[src/rtl/vga_pkg.sv]
// Shared types, colour constants and the bar colour lookup for the VGA pattern generator.
package vga_pkg;

    typedef enum logic [1:0] {
        MODE_CHECKER = 2'd0,
        MODE_VBARS   = 2'd1,
        MODE_HBARS   = 2'd2,
        MODE_IMAGE   = 2'd3
    } mode_t;

    // Colours packed as {r, g, b}, one bit per channel
    localparam logic [2:0] RED   = 3'b100;
    localparam logic [2:0] GREEN = 3'b010;
    localparam logic [2:0] BLUE  = 3'b001;
    localparam logic [2:0] BLACK = 3'b000;

    // Bar index k maps to R, G, B for k mod 3 = 0, 1, 2
    function automatic logic [2:0] color_of(input logic [3:0] k);
        case (k % 4'd3)
            4'd0:    color_of = RED;
            4'd1:    color_of = GREEN;
            default: color_of = BLUE;
        endcase
    endfunction

endpackage

[src/rtl/vga_timing.sv]
// Raster counters plus raw sync, active-region flags, pixel position and frame-boundary strobe.
module vga_timing #(
    parameter int H_ACTIVE = 800,
    parameter int H_FP     = 56,
    parameter int H_SYNC   = 120,
    parameter int H_BP     = 64,
    parameter int V_ACTIVE = 600,
    parameter int V_FP     = 37,
    parameter int V_SYNC   = 6,
    parameter int V_BP     = 23,
    parameter int XW       = $clog2(H_SYNC + H_BP + H_ACTIVE + H_FP),
    parameter int YW       = $clog2(V_SYNC + V_BP + V_ACTIVE + V_FP)
) (
    input  logic          clk,
    input  logic          rst,
    output logic          hs_on,
    output logic          vs_on,
    output logic          active,
    output logic          frame_bnd,
    output logic [XW-1:0] xpos,
    output logic [YW-1:0] ypos
);

    localparam int H_TOTAL = H_SYNC + H_BP + H_ACTIVE + H_FP;
    localparam int V_TOTAL = V_SYNC + V_BP + V_ACTIVE + V_FP;
    localparam int H_START = H_SYNC + H_BP;
    localparam int V_START = V_SYNC + V_BP;

    logic [XW-1:0] x_cnt;
    logic [YW-1:0] y_cnt;
    logic          h_act;
    logic          v_act;

    // Pixel counter wraps every line; line counter steps and wraps only at end of line
    always_ff @(posedge clk or negedge rst) begin
        if (!rst) begin
            x_cnt <= '0;
            y_cnt <= '0;
        end else if (x_cnt == XW'(H_TOTAL - 1)) begin
            x_cnt <= '0;
            y_cnt <= (y_cnt == YW'(V_TOTAL - 1)) ? '0 : y_cnt + YW'(1);
        end else begin
            x_cnt <= x_cnt + XW'(1);
        end
    end

    // Region decode from the counters
    always_comb begin
        hs_on     = (x_cnt < XW'(H_SYNC));
        vs_on     = (y_cnt < YW'(V_SYNC));
        h_act     = (x_cnt >= XW'(H_START)) && (x_cnt < XW'(H_START + H_ACTIVE));
        v_act     = (y_cnt >= YW'(V_START)) && (y_cnt < YW'(V_START + V_ACTIVE));
        active    = h_act && v_act;
        xpos      = x_cnt - XW'(H_START);
        ypos      = y_cnt - YW'(V_START);
        frame_bnd = (x_cnt == '0) && (y_cnt == '0);
    end

endmodule

[src/rtl/vga_pattern_gen.sv]
// VGA test-pattern generator: debounced mode button, frame-synchronous mode switch,
// bar/checker/ROM-image patterns and a two-stage output pipeline.
module vga_pattern_gen
    import vga_pkg::*;
#(
    parameter int H_ACTIVE     = 800,
    parameter int H_FP         = 56,
    parameter int H_SYNC       = 120,
    parameter int H_BP         = 64,
    parameter int V_ACTIVE     = 600,
    parameter int V_FP         = 37,
    parameter int V_SYNC       = 6,
    parameter int V_BP         = 23,
    parameter int SYNC_POL     = 0,
    parameter int COLOR_BITS   = 1,
    parameter int IMG_X        = 0,
    parameter int IMG_Y        = 0,
    parameter int IMG_W        = 180,
    parameter int IMG_H        = 150,
    parameter int DEBOUNCE_CYC = 1000000
) (
    input  logic                               clk,
    input  logic                               rst,
    input  logic                               mode,
    output logic [$clog2(IMG_W*IMG_H)-1:0]     rom_addr,
    input  logic [2:0]                         rom_data,
    output logic                               hsync,
    output logic                               vsync,
    output logic                               de,
    output logic [COLOR_BITS-1:0]              r,
    output logic [COLOR_BITS-1:0]              g,
    output logic [COLOR_BITS-1:0]              b,
    output logic                               frame_start
);

    localparam int   XW    = $clog2(H_SYNC + H_BP + H_ACTIVE + H_FP);
    localparam int   YW    = $clog2(V_SYNC + V_BP + V_ACTIVE + V_FP);
    localparam int   AW    = $clog2(IMG_W * IMG_H);
    localparam int   DW    = $clog2(DEBOUNCE_CYC + 1);
    localparam int   BAR_W = H_ACTIVE / 8;
    localparam int   BAR_H = V_ACTIVE / 8;
    localparam logic SP    = (SYNC_POL != 0);

    logic          hs_on, vs_on, active, frame_bnd;
    logic [XW-1:0] xpos;
    logic [YW-1:0] ypos;

    vga_timing #(
        .H_ACTIVE (H_ACTIVE),
        .H_FP     (H_FP),
        .H_SYNC   (H_SYNC),
        .H_BP     (H_BP),
        .V_ACTIVE (V_ACTIVE),
        .V_FP     (V_FP),
        .V_SYNC   (V_SYNC),
        .V_BP     (V_BP),
        .XW       (XW),
        .YW       (YW)
    ) u_timing (
        .clk       (clk),
        .rst       (rst),
        .hs_on     (hs_on),
        .vs_on     (vs_on),
        .active    (active),
        .frame_bnd (frame_bnd),
        .xpos      (xpos),
        .ypos      (ypos)
    );

    logic          sync_0, sync_1, deb_level;
    logic [DW-1:0] deb_cnt;
    mode_t         pending_mode, active_mode;

    // Two-flop synchroniser for the asynchronous button
    always_ff @(posedge clk or negedge rst) begin
        if (!rst) begin
            sync_0 <= 1'b1;
            sync_1 <= 1'b1;
        end else begin
            sync_0 <= mode;
            sync_1 <= sync_0;
        end
    end

    // Debounce: accept a new level after DEBOUNCE_CYC consecutive differing samples; count presses
    always_ff @(posedge clk or negedge rst) begin
        if (!rst) begin
            deb_cnt      <= '0;
            deb_level    <= 1'b1;
            pending_mode <= MODE_CHECKER;
        end else if (sync_1 != deb_level) begin
            if (deb_cnt == DW'(DEBOUNCE_CYC - 1)) begin
                deb_cnt   <= '0;
                deb_level <= sync_1;
                if (!sync_1)
                    pending_mode <= mode_t'(pending_mode + 2'd1);
            end else begin
                deb_cnt <= deb_cnt + DW'(1);
            end
        end else begin
            deb_cnt <= '0;
        end
    end

    // Mode switches only at counter origin, so a frame never changes pattern part way
    always_ff @(posedge clk or negedge rst) begin
        if (!rst)
            active_mode <= MODE_CHECKER;
        else if (frame_bnd)
            active_mode <= pending_mode;
    end

    logic signed [31:0] xi, yi;
    logic               in_win;
    logic [AW-1:0]      img_addr;

    // Image window test and linear ROM address
    always_comb begin
        xi       = $signed(32'(xpos));
        yi       = $signed(32'(ypos));
        in_win   = active && (xi >= IMG_X) && (xi < IMG_X + IMG_W)
                          && (yi >= IMG_Y) && (yi < IMG_Y + IMG_H);
        img_addr = AW'((yi - IMG_Y) * IMG_W + (xi - IMG_X));
    end

    logic       s1_hs, s1_vs, s1_act, s1_win, s1_first;
    logic [3:0] s1_cx, s1_ry;
    mode_t      s1_mode;

    // Stage 1: ROM address, region flags, bar indices; mode travels with the pixel
    always_ff @(posedge clk or negedge rst) begin
        if (!rst) begin
            s1_hs    <= 1'b0;
            s1_vs    <= 1'b0;
            s1_act   <= 1'b0;
            s1_win   <= 1'b0;
            s1_first <= 1'b0;
            s1_cx    <= '0;
            s1_ry    <= '0;
            s1_mode  <= MODE_CHECKER;
            rom_addr <= '0;
        end else begin
            s1_hs    <= hs_on;
            s1_vs    <= vs_on;
            s1_act   <= active;
            s1_win   <= in_win;
            s1_first <= active && (xpos == '0) && (ypos == '0);
            s1_cx    <= 4'(xpos / XW'(BAR_W));
            s1_ry    <= 4'(ypos / YW'(BAR_H));
            s1_mode  <= active_mode;
            rom_addr <= (in_win && (active_mode == MODE_IMAGE)) ? img_addr : '0;
        end
    end

    logic [2:0] pix;

    // Pattern select; parity of cx+ry is the XOR of their LSBs
    always_comb begin
        pix = BLACK;
        if (s1_act) begin
            case (s1_mode)
                MODE_CHECKER: pix = (s1_cx[0] ^ s1_ry[0]) ? color_of(s1_ry + 4'd1) : color_of(s1_cx);
                MODE_VBARS:   pix = color_of(s1_cx);
                MODE_HBARS:   pix = color_of(s1_ry);
                default:      pix = s1_win ? rom_data : BLACK;
            endcase
        end
    end

    // Stage 2: registered colour with sync/de delayed to match
    always_ff @(posedge clk or negedge rst) begin
        if (!rst) begin
            hsync       <= ~SP;
            vsync       <= ~SP;
            de          <= 1'b0;
            r           <= '0;
            g           <= '0;
            b           <= '0;
            frame_start <= 1'b0;
        end else begin
            hsync       <= s1_hs ? SP : ~SP;
            vsync       <= s1_vs ? SP : ~SP;
            de          <= s1_act;
            r           <= {COLOR_BITS{pix[2]}};
            g           <= {COLOR_BITS{pix[1]}};
            b           <= {COLOR_BITS{pix[0]}};
            frame_start <= s1_first;
        end
    end

endmodule
[config.mk]
export PLATFORM = sky130hd
export DESIGN_NAME = vga_pattern_gen
export DESIGN_NICKNAME = d
export VERILOG_FILES = /design/src/rtl/vga_pkg.sv /design/src/rtl/vga_timing.sv /design/src/rtl/vga_pattern_gen.sv
export SDC_FILE = /design/constraint.sdc
export NUM_CORES = 1
export LEC_CHECK = 0
export CAP_MARGIN = 15
export CORE_ASPECT_RATIO = 2
export CORE_MARGIN = 2
export CORE_UTILIZATION = 30
export CTS_CLUSTER_DIAMETER = 40
export DETAILED_ROUTE_END_ITERATION = 8
export PLACE_DENSITY = 0.48
export SETUP_SLACK_MARGIN = 0.02
export SLEW_MARGIN = 20
export SYNTH_ARGS = -nofsm -noshare
export SYNTH_HDL_FRONTEND = slang
export SYNTH_SLANG_ARGS = --single-unit
[constraint.sdc]
create_clock -name clk -period 10.6 [get_ports clk]
set_input_delay 2.12 -clock clk [delete_from_list [all_inputs] [get_ports clk]]
set_output_delay 2.12 -clock clk [all_outputs]
set_load 0.01 [all_outputs]
==> metrics.txt <==
# TYPE chip_impl_metric gauge
chip_impl_info{name="final_cell_mix",value="85 x inv_1, 84 x nor2_1, 80 x dfrtp_1"} 1
chip_impl_metric{name="route.detailed.drc",unit=""} 0
chip_impl_metric{name="worst-r2r-cell-count",unit=""} 22
chip_impl_metric{name="placeable_core_region",unit="um2"} 24320
chip_impl_metric{name="clock_sinks",unit=""} 85
chip_impl_info{name="criticalPathCategory",value="reg2reg"} 1
chip_impl_info{name="ctsRootBufferMaster",value="clkbuf_16"} 1
chip_impl_metric{name="slew_viol_final",unit=""} 0
chip_impl_metric{name="synth_seq_area_share",unit=""} 0.2893
chip_impl_info{name="crit_path_start_kind",value="flip-flop"} 1
chip_impl_metric{name="inserted_clock_buffers",unit=""} 9
chip_impl_metric{name="design.final.nets",unit=""} 952
chip_impl_metric{name="finalCritPeriodShare",unit=""} 0.5702
chip_impl_info{name="critical_path_source",value="u_timing.y_cnt[0]$_DFFE_PN0N_"} 1
chip_impl_info{name="synth_largest_area_cell",value="dfrtp_1"} 1
chip_impl_metric{name="hold_viol_final",unit=""} 0
chip_impl_info{name="end_kind",value="flip-flop"} 1
chip_impl_metric{name="yosys_reg_bits",unit=""} 85
chip_impl_metric{name="grt_usage",unit=""} 0.1668
chip_impl_metric{name="syn_area_per_cell",unit="um2"} 8.516
chip_impl_metric{name="floorplan.initialDensity",unit=""} 0.3032
chip_impl_metric{name="grt_start_max_net_pins",unit=""} 52
chip_impl_metric{name="timing.final.setup_violations",unit=""} 0
chip_impl_metric{name="drt-pass1-iter-count",unit=""} 5
chip_impl_metric{name="final.setup_skew",unit="ps"} 8.095
chip_impl_info{name="mostFrequentLayoutCell",value="inv_1"} 1
chip_impl_metric{name="clkSlewWorstSetupHoldPaths",unit="ps"} 70
chip_impl_metric{name="power.ir.vdd_worst",unit="uV"} 67.42
chip_impl_metric{name="fmaxAchievable",unit="GHz"} 0.1655
chip_impl_metric{name="synth-edff-count",unit=""} 0
chip_impl_metric{name="final.min_clock_period",unit="ps"} 6044
chip_impl_metric{name="synthDistinctLibCells",unit=""} 88
chip_impl_info{name="rsz0062_at_grt",value="no"} 1
chip_impl_metric{name="vias_in_the_first_global_route",unit=""} 6569
chip_impl_info{name="min_path_type",value="reg2reg"} 1
chip_impl_metric{name="hold_crit_depth",unit=""} 1
chip_impl_metric{name="top_level_ports",unit=""} 28
chip_impl_metric{name="synth_warnings",unit=""} 0
chip_impl_metric{name="fp-row-count",unit=""} 81
chip_impl_info{name="clock_tree_from_tritoncts",value="yes"} 1
chip_impl_metric{name="number_of_routed_nets_with_antenna_violations",unit=""} 0
chip_impl_metric{name="drive_gt1_frac",unit=""} 0.06569
chip_impl_metric{name="synthDominantCellAreaShare",unit=""} 0.2715
chip_impl_metric{name="cap_viol_max_count",unit=""} 0
chip_impl_metric{name="place.port_buffers",unit=""} 27
chip_impl_metric{name="detail_route.iter0.violations",unit=""} 366
chip_impl_metric{name="max-slew-margin-rel",unit=""} 0.3987
chip_impl_info{name="regToRegEndpoint",value="s1_ry[0]$_DFF_PN0_"} 1
chip_impl_metric{name="wire_length_of_the_first_global_routing_pass",unit="um"} 33580
chip_impl_metric{name="worstMarginPinSlew",unit="ps"} 879.2
chip_impl_metric{name="mappedNetlistNets",unit=""} 940
chip_impl_metric{name="via_count_of_the_routed_design",unit=""} 6343
chip_impl_metric{name="insertion_delay",unit="ps"} 360
chip_impl_metric{name="final.fill_count",unit=""} 2549
chip_impl_metric{name="gp_routability_congestion",unit=""} 0.9128
chip_impl_metric{name="critical_path_rt",unit="ps"} 10840
chip_impl_metric{name="critPathArrivalTime",unit="ps"} 6290
chip_impl_metric{name="dpl.hpwl",unit="um"} 16630
chip_impl_metric{name="htreeDepth",unit=""} 3
chip_impl_metric{name="cp_max_fo",unit=""} 12
chip_impl_metric{name="leakage",unit="nW"} 3.522
chip_impl_metric{name="reg2reg_slack",unit="ps"} 4560
chip_impl_metric{name="dieWidth",unit="um"} 114.9
chip_impl_metric{name="route.detailed.wl_per_inst",unit="um"} 17.72
chip_impl_metric{name="holdBufCountCts",unit=""} 0
chip_impl_info{name="status",value="finished, final reports clean"} 1
chip_impl_metric{name="chip_height",unit="um"} 225.7
chip_impl_metric{name="synthCells",unit=""} 866
chip_impl_metric{name="timing.setup.tns",unit="ps"} 0
chip_impl_metric{name="design.die.area",unit="um2"} 25930
chip_impl_metric{name="antenna_cells_inserted",unit=""} 0
chip_impl_metric{name="finalHoldWorstSlack",unit="ps"} 353.8
chip_impl_metric{name="post_cts_resize_count",unit=""} 0
chip_impl_metric{name="synthesis.area",unit="um2"} 7375
chip_impl_metric{name="via_per_inst",unit=""} 5.408
chip_impl_metric{name="wl",unit="um"} 20790
chip_impl_metric{name="antenna_found_initial",unit=""} 0
chip_impl_metric{name="cts.repair_timing.setup_buffer_count",unit=""} 0
chip_impl_metric{name="synth-async-reset-ratio",unit=""} 1.000
chip_impl_info{name="cell_types_occupying_the_most_area_after_synthesis",value="dfrtp_1 27%, ha_1 9.0%, xnor2_1 6.3%"} 1
chip_impl_metric{name="gr-total-overflow",unit=""} 0
chip_impl_metric{name="area_growth",unit="%"} 11.15
chip_impl_info{name="worstReg2RegStart",value="u_timing.y_cnt[0]$_DFFE_PN0N_"} 1
chip_impl_info{name="dominant_register_cell_in_the_synthesized_netlist",value="dfrtp_1"} 1
chip_impl_metric{name="deepest_clock_path_buffer_count",unit=""} 2
chip_impl_info{name="setup.worst_path.end",value="s1_ry[0]$_DFF_PN0_"} 1
chip_impl_metric{name="power_density",unit="nW/um2"} 81.20
==> cell type report <==
cell class,instances,area [um2],share of cell area
Timing Repair Buffer,31,297.8,0.03633
Sequential cell,85,2133,0.2603
Clock buffer,9,225.2,0.02748
Clock inverter,7,75.07,0.009159
Multi-Input combinational cell,662,4768,0.5817
Tap cell,290,362.8,0.04427
Inverter,89,334.1,0.04076
==> synth_stat cells (6+ instances only) <==
cell	number
xnor2_1	53
inv_1	85
o211ai_1	10
nor2_1	84
fa_1	15
nor3_1	15
and2_1	9
clkbuf_1	19
and3_1	12
o21bai_1	11
nand3_1	34
nor3b_1	7
dfrtp_1	80
or3_1	10
a31oi_1	17
xor2_1	24
nand4_1	17
ha_1	53
nand2_1	63
a21oi_1	49
o21ai_0	30
o31ai_1	6
nand2b_1	12
buf_2	9
nor4_1	8
==> kinds of logic after synthesis <==
family / count (synthesis) / share of synthesized area
XOR/XNOR: 80 / 0.09959
flip-flops: 85 / 0.2893
buffers and inverters: 119 / 0.06413
multiplexers: 6 / 0.008992
adder cells (fa/ha/maj): 72 / 0.1361
AO/OA/AOI/OAI: 200 / 0.1912
AND/OR/NAND/NOR: 304 / 0.2107
==> layer usage <==
metal / vias to the layer above / GRT usage / wire [um]
met2: 118 / 0.3387 / 12290
met3: 54 / 0.01610 / 435
met1: 3098 / 0.1513 / 6933
met4: 0 / 0.1010 / 1130
met5: - / 0 / 0
li1: 3073 / - / -
==> through the flow <==
| stage | cell area, um2 | power, mW | util | worst slack, ps | std cells |
|---|---|---|---|---|---|
| 2_1_floorplan | 7375 | 0.3357 | - | 5581 | 866 |
| 3_3_place_gp | 7896 | 0.3456 | 0.3246 | 4701 | 1157 |
| 3_5_place_dp | 7896 | 0.3456 | 0.3246 | 4634 | 1157 |
| 4_1_cts | 8197 | 0.6764 | 0.3370 | 4582 | 1173 |
| 5_1_grt | 8197 | 0.6874 | 0.3370 | 4076 | 1173 |
| 6_report | 8197 | 0.6655 | 0.3370 | 4556 | 1173 |
==> worst min-delay path by stage <==
stage	from	endpoint	slack (ps)
global route	s1_hs$_DFF_PN0_	hsync$_DFF_PN1_	360
CTS	s1_hs$_DFF_PN0_	hsync$_DFF_PN1_	360
global placement	s1_first$_DFF_PN0_	frame_start$_DFF_PN0_	340
detailed placement	s1_hs$_DFF_PN0_	hsync$_DFF_PN1_	350
finish	s1_hs$_DFF_PN0_	hsync$_DFF_PN1_	350
floorplan	s1_first$_DFF_PN0_	frame_start$_DFF_PN0_	330
==> sequential cells by signal (all words and copies together) (netlist names), 2 cells and up <==
name	flops
u_timing.y_cnt	10
deb_cnt	20
rom_addr	15
s1_ry	4
u_timing.x_cnt	11
s1_cx	4
pending_mode	2
active_mode	2
s1_mode	2
==> worst max-delay path, stage by stage (launching register included) <==
cell and delay [ps]:
dfrtp_1 620, inv_1 240, ha_1 360, nand3b_1 210
xnor2_1 650, nor2_1 260, or4_4 550, and3_4 190
a211oi_4 290, nor2_1 120, xnor2_1 240, inv_1 80
ha_1 230, and2_1 170, and3_1 170, o21ai_0 130
a21oi_1 100, o31ai_1 200, o311ai_4 220, o31a_1 340
or2_1 260, a311oi_1 220, nor2_1 70
==> where the power goes <==
| group | switching (mW) | internal, mW | leakage (nW) |
|---|---|---|---|
| combinational | 0.00876 | 0.00294 | 2.26 |
| sequential | 0.00103 | 0.326 | 1.12 |
| clock | 0.160 | 0.167 | 0.145 |
| total | 0.170 | 0.496 | 3.52 |
(Power assumes the default switching activity.)
